<file path="config.mk">
export PLATFORM = sky130hd
export DESIGN_NAME = fifo_stream_reader
export DESIGN_NICKNAME = d
export VERILOG_FILES = /design/src/rtl/fifo_stream_reader.sv
export SDC_FILE = /design/constraint.sdc
export NUM_CORES = 1
export LEC_CHECK = 0
export ABC_AREA = 1
export BUFFER_PORTS_ARGS = -buffer_cell sky130_fd_sc_hd__buf_2
export CORE_MARGIN = 1
export CORE_UTILIZATION = 40
export DETAILED_ROUTE_END_ITERATION = 10
export HOLD_SLACK_MARGIN = 0.15
export SETUP_SLACK_MARGIN = 0.5
export SLEW_MARGIN = 20
export SYNTH_ARGS = -nofsm -noshare
export SYNTH_HDL_FRONTEND = slang
export SYNTH_SLANG_ARGS = --single-unit
</file>
<file path="constraint.sdc">
create_clock -name clk -period 1.66 [get_ports clk]
set_input_delay 0.083 -clock clk [delete_from_list [all_inputs] [get_ports clk]]
set_output_delay 0.083 -clock clk [all_outputs]
set_load 0.02 [all_outputs]
</file>
<file path="src/rtl/fifo_stream_reader.sv">
// rtl/fifo_stream_reader.sv - FIFO drain stage feeding a 2-entry valid/ready output buffer
module fifo_stream_reader #(
    parameter int B       = 8,
    parameter int PKT_LEN = 4,
    parameter int CNT_W   = 16
) (
    input  logic             clk,
    input  logic             reset,
    input  logic             en,
    input  logic             fifo_empty,
    input  logic [B-1:0]     fifo_r_data,
    input  logic             fifo_valid,
    output logic             fifo_rd,
    output logic [B-1:0]     m_data,
    output logic             m_valid,
    output logic             m_last,
    input  logic             m_ready,
    output logic [CNT_W-1:0] beat_count,
    output logic             err_underflow
);
    localparam int             PIW      = (PKT_LEN > 1) ? $clog2(PKT_LEN) : 1;
    localparam logic [PIW-1:0] LAST_IDX = PIW'(PKT_LEN - 1);

    logic [1:0]       r_occ;
    logic [B-1:0]     r_data0;
    logic [B-1:0]     r_data1;
    logic             r_last0;
    logic             r_last1;
    logic [PIW-1:0]   r_pkt_idx;
    logic [CNT_W-1:0] r_beat_count;
    logic             r_err;

    logic w_cap;
    logic w_pop;
    logic w_new_last;

    // Read request looks only at registered occupancy so m_ready never reaches fifo_rd.
    assign w_cap      = en & ~fifo_empty & (r_occ != 2'd2);
    assign w_pop      = (r_occ != 2'd0) & m_ready;
    assign w_new_last = (r_pkt_idx == LAST_IDX);

    assign fifo_rd       = w_cap;
    assign m_valid       = (r_occ != 2'd0);
    assign m_data        = r_data0;
    assign m_last        = r_last0;
    assign beat_count    = r_beat_count;
    assign err_underflow = r_err;

    always_ff @(posedge clk or posedge reset) begin
        if (reset) begin
            r_occ        <= 2'd0;
            r_data0      <= '0;
            r_data1      <= '0;
            r_last0      <= 1'b0;
            r_last1      <= 1'b0;
            r_pkt_idx    <= '0;
            r_beat_count <= '0;
            r_err        <= 1'b0;
        end else begin
            if (w_cap) begin
                r_pkt_idx <= (r_pkt_idx == LAST_IDX) ? '0 : r_pkt_idx + 1'b1;
            end
            if (w_pop) begin
                r_beat_count <= r_beat_count + 1'b1;
            end
            if (w_cap & ~fifo_valid) begin
                r_err <= 1'b1;
            end
            // Slot 0 is the head; simultaneous capture and pop only happens at occ=1.
            case ({w_cap, w_pop})
                2'b10: begin
                    if (r_occ == 2'd0) begin
                        r_data0 <= fifo_r_data;
                        r_last0 <= w_new_last;
                    end else begin
                        r_data1 <= fifo_r_data;
                        r_last1 <= w_new_last;
                    end
                    r_occ <= r_occ + 2'd1;
                end
                2'b01: begin
                    r_data0 <= r_data1;
                    r_last0 <= r_last1;
                    r_occ   <= r_occ - 2'd1;
                end
                2'b11: begin
                    r_data0 <= fifo_r_data;
                    r_last0 <= w_new_last;
                end
                default: ;
            endcase
        end
    end
endmodule

</file>
==> flow_metrics.py, run 1 <==
metrics = {
    "status": {
        "status": "complete, but fails checks",
        "violations": "DRC",
    },
    "logic_synthesis": {
        "synth-adder-area-share_pct": 2.65,
        "synthMuxAreaShare_pct": 0,
        "syn_avg_cell_area_um2": 8.42,
        "synthFlopType": "dfrtp_1",
        "synth_compound_area_share_pct": 10.2,
        "synth_warnings": 0,
        "syn-cell-area_mm2": 0.00189,
        "synth_edf_count": 0,
        "async_flop_share_pct": 100,
        "ys_top_cells_by_count": "47 x nand2_1, 39 x dfrtp_1, 34 x nor2_1",
        "ys_seq_area_share_pct": 51.8,
        "synthSimpleGateAreaFrac_pct": 22.8,
        "synth_top_area_share_pct": 51.8,
        "syn_inst": 224,
        "synthXorXnorAreaFrac_pct": 5.11,
        "synth_cell_types": 22,
        "syn_nets": 242,
        "ys_seq_elements": 39,
        "synth_area_leaders": "dfrtp_1 52%, nand2_1 9.4%, nor2_1 6.8%, inv_1 6.2%, a21oi_1 5.3%",
        "synth_top_area_cell": "dfrtp_1",
        "synth_top_family_by_area": "simple AND/OR/NAND/NOR gates",
        "yosysMostFrequentCell": "nand2_1",
    },
    "clock_tree": {
        "root_buffer": "clkbuf_8",
        "cts_tree": "done",
        "cts.sinks": 39,
        "h-tree-depth": 2,
        "cts_buffers": 5,
        "clk_pin_slew_ns": 0.08,
        "clockBufferDepth": 2,
        "worstSkewPairLatency_ns": 0.29,
    },
    "worst_setup_path": {
        "cp-end-kind": "flip-flop",
        "worstPathArrival_ns": 1.63,
        "critical_path.cell_chain": "inv_4 > a21oi_4 > inv_2 > ha_4 > clkbuf_16 > nor2_1 > a21oi_1 > a21oi_1",
        "cp_common_cell": "a21oi_1",
        "worstSetupStartpointType": "flip-flop",
        "r2r-start": "r_occ[0]",
        "cp_max_fo": 5,
        "crit_buf_inv": 3,
        "critical-path-max-stage-delay_ns": 0.44,
        "cp_top_family": "flip-flops",
        "crit_start": "r_occ[0]",
        "cp_slowest_cell": "dfrtp_2",
        "worstPathRequired_ns": 1.87,
        "crit_type": "reg2reg",
        "rrSetupSlack_ns": 0.24,
    },
    "global_routing": {
        "overflow": 0,
        "grtUsageTotal_pct": 18.4,
        "grt_pass1_wl_um": 7110,
        "grt_max_degree": 40,
        "antenna_found_initial": 0,
        "grt_pass1_vias": 1569,
    },
    "timing": {
        "finalCritPeriodShare_pct": 85.6,
        "tightest_slew_ns": 0.492,
        "max-slew-margin-rel_pct": 67.2,
        "hold_violations": 0,
        "finalSetupViolations": 0,
        "rsz0062_at_grt": "true",
        "finClkSkew_ns": 0.00854,
        "fmax_mhz": 704,
        "slew_violations": 0,
        "fin_ws_ns": 0.239,
        "setup_tns_ns": 0,
        "timing.hold.ws_ns": 0.176,
        "min_period_ns": 1.42,
    },
    "placement": {
        "post-place-ws_ns": 0.149,
        "port_buffers": 41,
        "gp_congestion": 0.772,
        "dp.cells": 315,
        "dpl.hpwl_um": 2570,
    },
    "power": {
        "irDropWorstVdd_uv": 786,
        "powerDensity_mw_per_mm2": 1550,
        "p_leak_nw": 1.39,
        "power_mw": 4.41,
    },
    "drt": {
        "ant_nets": 0,
        "drc": 6,
        "drt_pass1_iterations": 7,
        "wl_per_cell_um": 12.6,
        "drtIter0Drc": 83,
        "vias": 1665,
        "routed_wl_um": 4470,
        "viasPerCell": 4.69,
    },
    "floorplan": {
        "rows": 24,
        "start_util_pct": 42.4,
        "die_area_mm2": 0.00499,
        "ios": 42,
        "die_x_um": 70.7,
        "dieHeight_um": 70.7,
        "core_area_mm2": 0.00444,
    },
    "hold_path": {
        "hold_class": "in2reg",
        "hp-start": "m_ready",
    },
    "job": {
        "drv_cap": 0,
    },
    "final_layout": {
        "drive_gt1_share_pct": 41.9,
        "syn_to_final_growth_pct": 50.9,
        "antenna_cells": 0,
        "layoutNonFillerInstCount": 355,
        "fillCellCount": 367,
        "final_nets": 321,
    },
}
[tightest hold or removal path, stage by stage]
cell and delay (ns):
buf_2 0.14, nand2_8 0.09, nand2_1 0.08, nand2_2 0.05
[layout by cell type (no fill, tap or decap), drive strengths merged]
master       count
o21a             1
a21oi           20
dfrtp           39
inv             32
xor2             7
ha               4
buf             64
nor2            36
nand2           52
nand3b           1
o21bai           1
nand3            9
clkbuf           8
o21ai           13
dlygate4sd3     10
nor3             2
xnor2            4
[final cells by class]
type | count | area, um2 | share of cell area (%)
multi-input cells | 150 | 1030 | 36.1
well taps | 52 | 65.1 | 2.29
clock buffers | 7 | 76.3 | 2.68
flip-flops and latches | 39 | 985 | 34.6
inverters | 32 | 123 | 4.31
repair buffers | 75 | 569 | 20.0
[state kept, by name (all words and copies together), names as in the netlist]
register	count
beat_count	16
m_data	8
r_data1	8
r_occ	2
r_pkt_idx	2
err_underflow	1
m_last	1
r_last1	1
[timing repair]
item                                    in CTS  in global routing
resized for setup                           38                 32
hold buffers                                10                  0
gates cloned                                 1                  1
pin swaps                                   16                 19
hold endpoints to repair                    48                  0
setup buffers                               14                  7
endpoints found under the setup margin      36                 39
[logic make-up (layout without fill, tap and decap cells)]
family          Yosys count  count (layout)
buf+inv                  36             114
fa+ha+maj                 4               4
flops                    39              39
simple gates             99             100
compound gates           35              35
xor+xnor                 11              11
[routing by layer]
metal	vias up	routed length (um)	global-route usage, %
li1	855	-	-
met1	770	2170	24.9
met2	34	2060	29.1
met3	6	178	3.99
met4	0	60	6.89
met5	-	0	0
[where the power goes]
| group | switching [mW] | internal [mW] |
|---|---|---|
| Combinational | 1.19 | 1.00 |
| Clock | 0.310 | 0.289 |
| Sequential | 0.297 | 1.31 |
[path summary, 6_finish.rpt]
kind                            endpoint  depth (start not counted)
hold reg to reg            err_underflow                          1
setup reg to reg               m_data[3]                          8
max in group asynchronous       r_occ[1]                          4
hold / removal             beat_count[1]                          4
setup / recovery               m_data[3]                          8
min in group asynchronous  beat_count[4]                          4
[through the flow]
step | instance area, um2 | utilization, %
2_1_floorplan | 1960 | -
5_1_grt | 2850 | 64.0
6_report | 2850 | 64.0
4_1_cts | 2630 | 59.2
3_3_place_gp | 2210 | 49.7
3_5_place_dp | 2210 | 49.7
Power figures use the tool's default switching activity.
==> run 2, diff against run 1 <==
==> constraint.sdc (replaced) <==
create_clock -name clk -period 1.66 [get_ports clk]
set_input_delay 0.083 -clock clk [delete_from_list [all_inputs] [get_ports clk]]
set_output_delay 0.083 -clock clk [all_outputs]
set_load 0.005 [all_outputs]
==> run 2 against run 1 <==
- the flow still finishes with violations (DRC)
- via count fell by 1.2%
- sequential share of layout area shrank 0.22 points
- setup slack gained 0.022 ns
- final area up 0.26%
- count of clock-buffer cells in the layout fell by 1
- critical path type unchanged
- critical endpoint is now m_last
- largest power group unchanged
- highest routed layer unchanged
==> flow_metrics.py, run 2 (synthesis results as in run 1) <==
metrics = {
    "timing": {
        "tightest_slew_ns": 0.499,
        "fmax_mhz": 714,
        "slew_violations": 0,
        "setup_tns_ns": 0,
        "timing.hold.ws_ns": 0.183,
        "finalSetupViolations": 0,
        "finalCritPeriodShare_pct": 84.3,
        "fin_ws_ns": 0.260,
        "max-slew-margin-rel_pct": 66.7,
        "finClkSkew_ns": 0.00872,
        "min_period_ns": 1.40,
        "rsz0062_at_grt": "true",
        "hold_violations": 0,
    },
    "worst_setup_path": {
        "cp_slowest_cell": "dfrtp_2",
        "critical_path.cell_chain": "nor2_4 > nor2_4 > ha_4 > buf_6 > nor2_4 > a21oi_2 > a21oi_1",
        "worstPathArrival_ns": 1.58,
        "crit_type": "reg2reg",
        "worstSetupStartpointType": "flip-flop",
        "r2r-start": "r_occ[1]",
        "critical-path-max-stage-delay_ns": 0.44,
        "rr_worst_depth": 7,
        "r2r-end": "m_last",
        "cp-end-kind": "flip-flop",
        "rrSetupSlack_ns": 0.26,
        "crit_end": "m_last",
        "crit_start": "r_occ[1]",
        "cp_max_fo": 6,
        "worstPathRequired_ns": 1.84,
        "cp_common_cell": "nor2_4",
    },
    "power": {
        "power_frac_seq_pct": 37.8,
        "p_clk_share_pct": 19.2,
        "p_leak_nw": 1.38,
        "irDropWorstVdd_uv": 932,
        "switchingPower_mw": 1.55,
        "p_sw_share_pct": 36.3,
        "intPower_mw": 2.71,
        "p_comb_share_pct": 43.1,
        "power_mw": 4.26,
        "powerDensity_mw_per_mm2": 1490,
    },
    "placement": {
        "dpl.hpwl_um": 2630,
        "gp_congestion": 0.839,
        "port_buffers": 41,
        "dp.cells": 315,
        "post-place-ws_ns": 0.138,
    },
    "floorplan": {
        "dieHeight_um": 70.7,
        "die_x_um": 70.7,
        "ios": 42,
        "start_util_pct": 42.4,
        "die_area_mm2": 0.00499,
        "core_area_mm2": 0.00444,
        "rows": 24,
    },
    "clock_tree": {
        "clockBufferDepth": 2,
        "clk_pin_slew_ns": 0.08,
        "cts_tree": "done",
        "h-tree-depth": 2,
        "worstSkewPairLatency_ns": 0.29,
        "root_buffer": "clkbuf_8",
        "cts_buffers": 5,
        "cts.sinks": 39,
    },
    "final_layout": {
        "fillCellCount": 376,
        "final_nets": 316,
        "final_cell_mix": "41 x nand2_1, 41 x buf_2, 35 x dfrtp_1",
        "syn_to_final_growth_pct": 51.3,
        "drive_gt1_share_pct": 41.5,
        "multi_input_area_mm2": 0.00105,
        "seqCellArea_um2": 981,
        "layoutNonFillerInstCount": 351,
        "antenna_cells": 0,
        "largest_reg_flops": 16,
    },
    "drt": {
        "viasPerCell": 4.69,
        "vias": 1645,
        "drt_pass1_iterations": 7,
        "drc": 8,
        "drtIter0Drc": 91,
        "wl_per_cell_um": 11.9,
        "ant_nets": 0,
        "routed_wl_um": 4180,
    },
    "status": {
        "violations": "DRC",
        "status": "complete, but fails checks",
    },
    "hold_path": {
        "hold_class": "in2reg",
        "hp-start": "m_ready",
    },
    "global_routing": {
        "grt_pass1_vias": 1557,
        "antenna_found_initial": 0,
        "grtUsageTotal_pct": 17.9,
        "grt_max_degree": 40,
        "grt_pass1_wl_um": 7030,
        "overflow": 0,
    },
    "job": {
        "drv_cap": 0,
    },
}
[run 2: changes by cell type in the layout (fill, tap and decap cells not counted), moves of 3 or more]
cell	change
buf_6	-3
dfrtp_1	+3
dfrtp_2	-3
nand2_4	-4
nor2_1	-3
[run 2: final cells by class]
type	instances	share of cell area (%)
Timing Repair Buffer	71	18.2
Sequential cell	39	34.4
Clock inverter	2	1.23
Multi-Input combinational cell	149	36.7
Clock buffer	6	2.89
Inverter	32	4.30
Tap cell	52	2.28
[run 2: metrics by stage]
step | instance area (um2) | util, %
5_1_grt | 2850 | 64.2
4_1_cts | 2680 | 60.3
3_5_place_dp | 2200 | 49.5
3_3_place_gp | 2200 | 49.5
2_1_floorplan | 1960 | -
6_report | 2850 | 64.2
[run 2: power by group through the flow]
stage	logic [mW]	clock network [mW]	registers, mW
floorplan	0.840	0	1.55
global placement	1.17	0	1.57
detailed placement	1.19	0	1.58
CTS	1.59	0.840	1.58
global route	2.03	0.887	1.65
finish	1.83	0.816	1.61
[run 2: worst min path at each step]
stage | to | slack [ns] | cells past startpoint
after CTS | beat_count[1] | 0.17 | 4
after global routing | beat_count[1] | 0.20 | 4
after global placement | m_data[5] | 0.24 | 3
after detailed placement | m_data[5] | 0.23 | 3
after floorplan | err_underflow | 0.18 | 1
final | beat_count[1] | 0.18 | 4
[run 2: critical path, delay by kind of cell (launching register included)]
kind,cells,cell delay [ns]
AO/OA/AOI/OAI,2,0.17
AND/OR/NAND/NOR,3,0.25
flip-flops,1,0.44
buffers and inverters,1,0.18
adder cells (fa/ha/maj),1,0.24
[run 2: routing by layer]
metal	part of all wire (%)	global-route usage, %	vias up
met5	0	0	-
met4	0.69	5.33	0
met3	3.5	3.42	2
met2	48	29.4	33
met1	48	24.4	765
li1	-	-	845
[run 2: repair_timing]
action | 4_1_cts | 5_1_grt
buffers inserted | 12 | 5
hold endpoints to repair | 48 | 0
gates cloned | 0 | 1
pin swaps | 11 | 15
hold buffers | 10 | 0
setup endpoints to repair | 36 | 38
gates resized for setup | 39 | 30
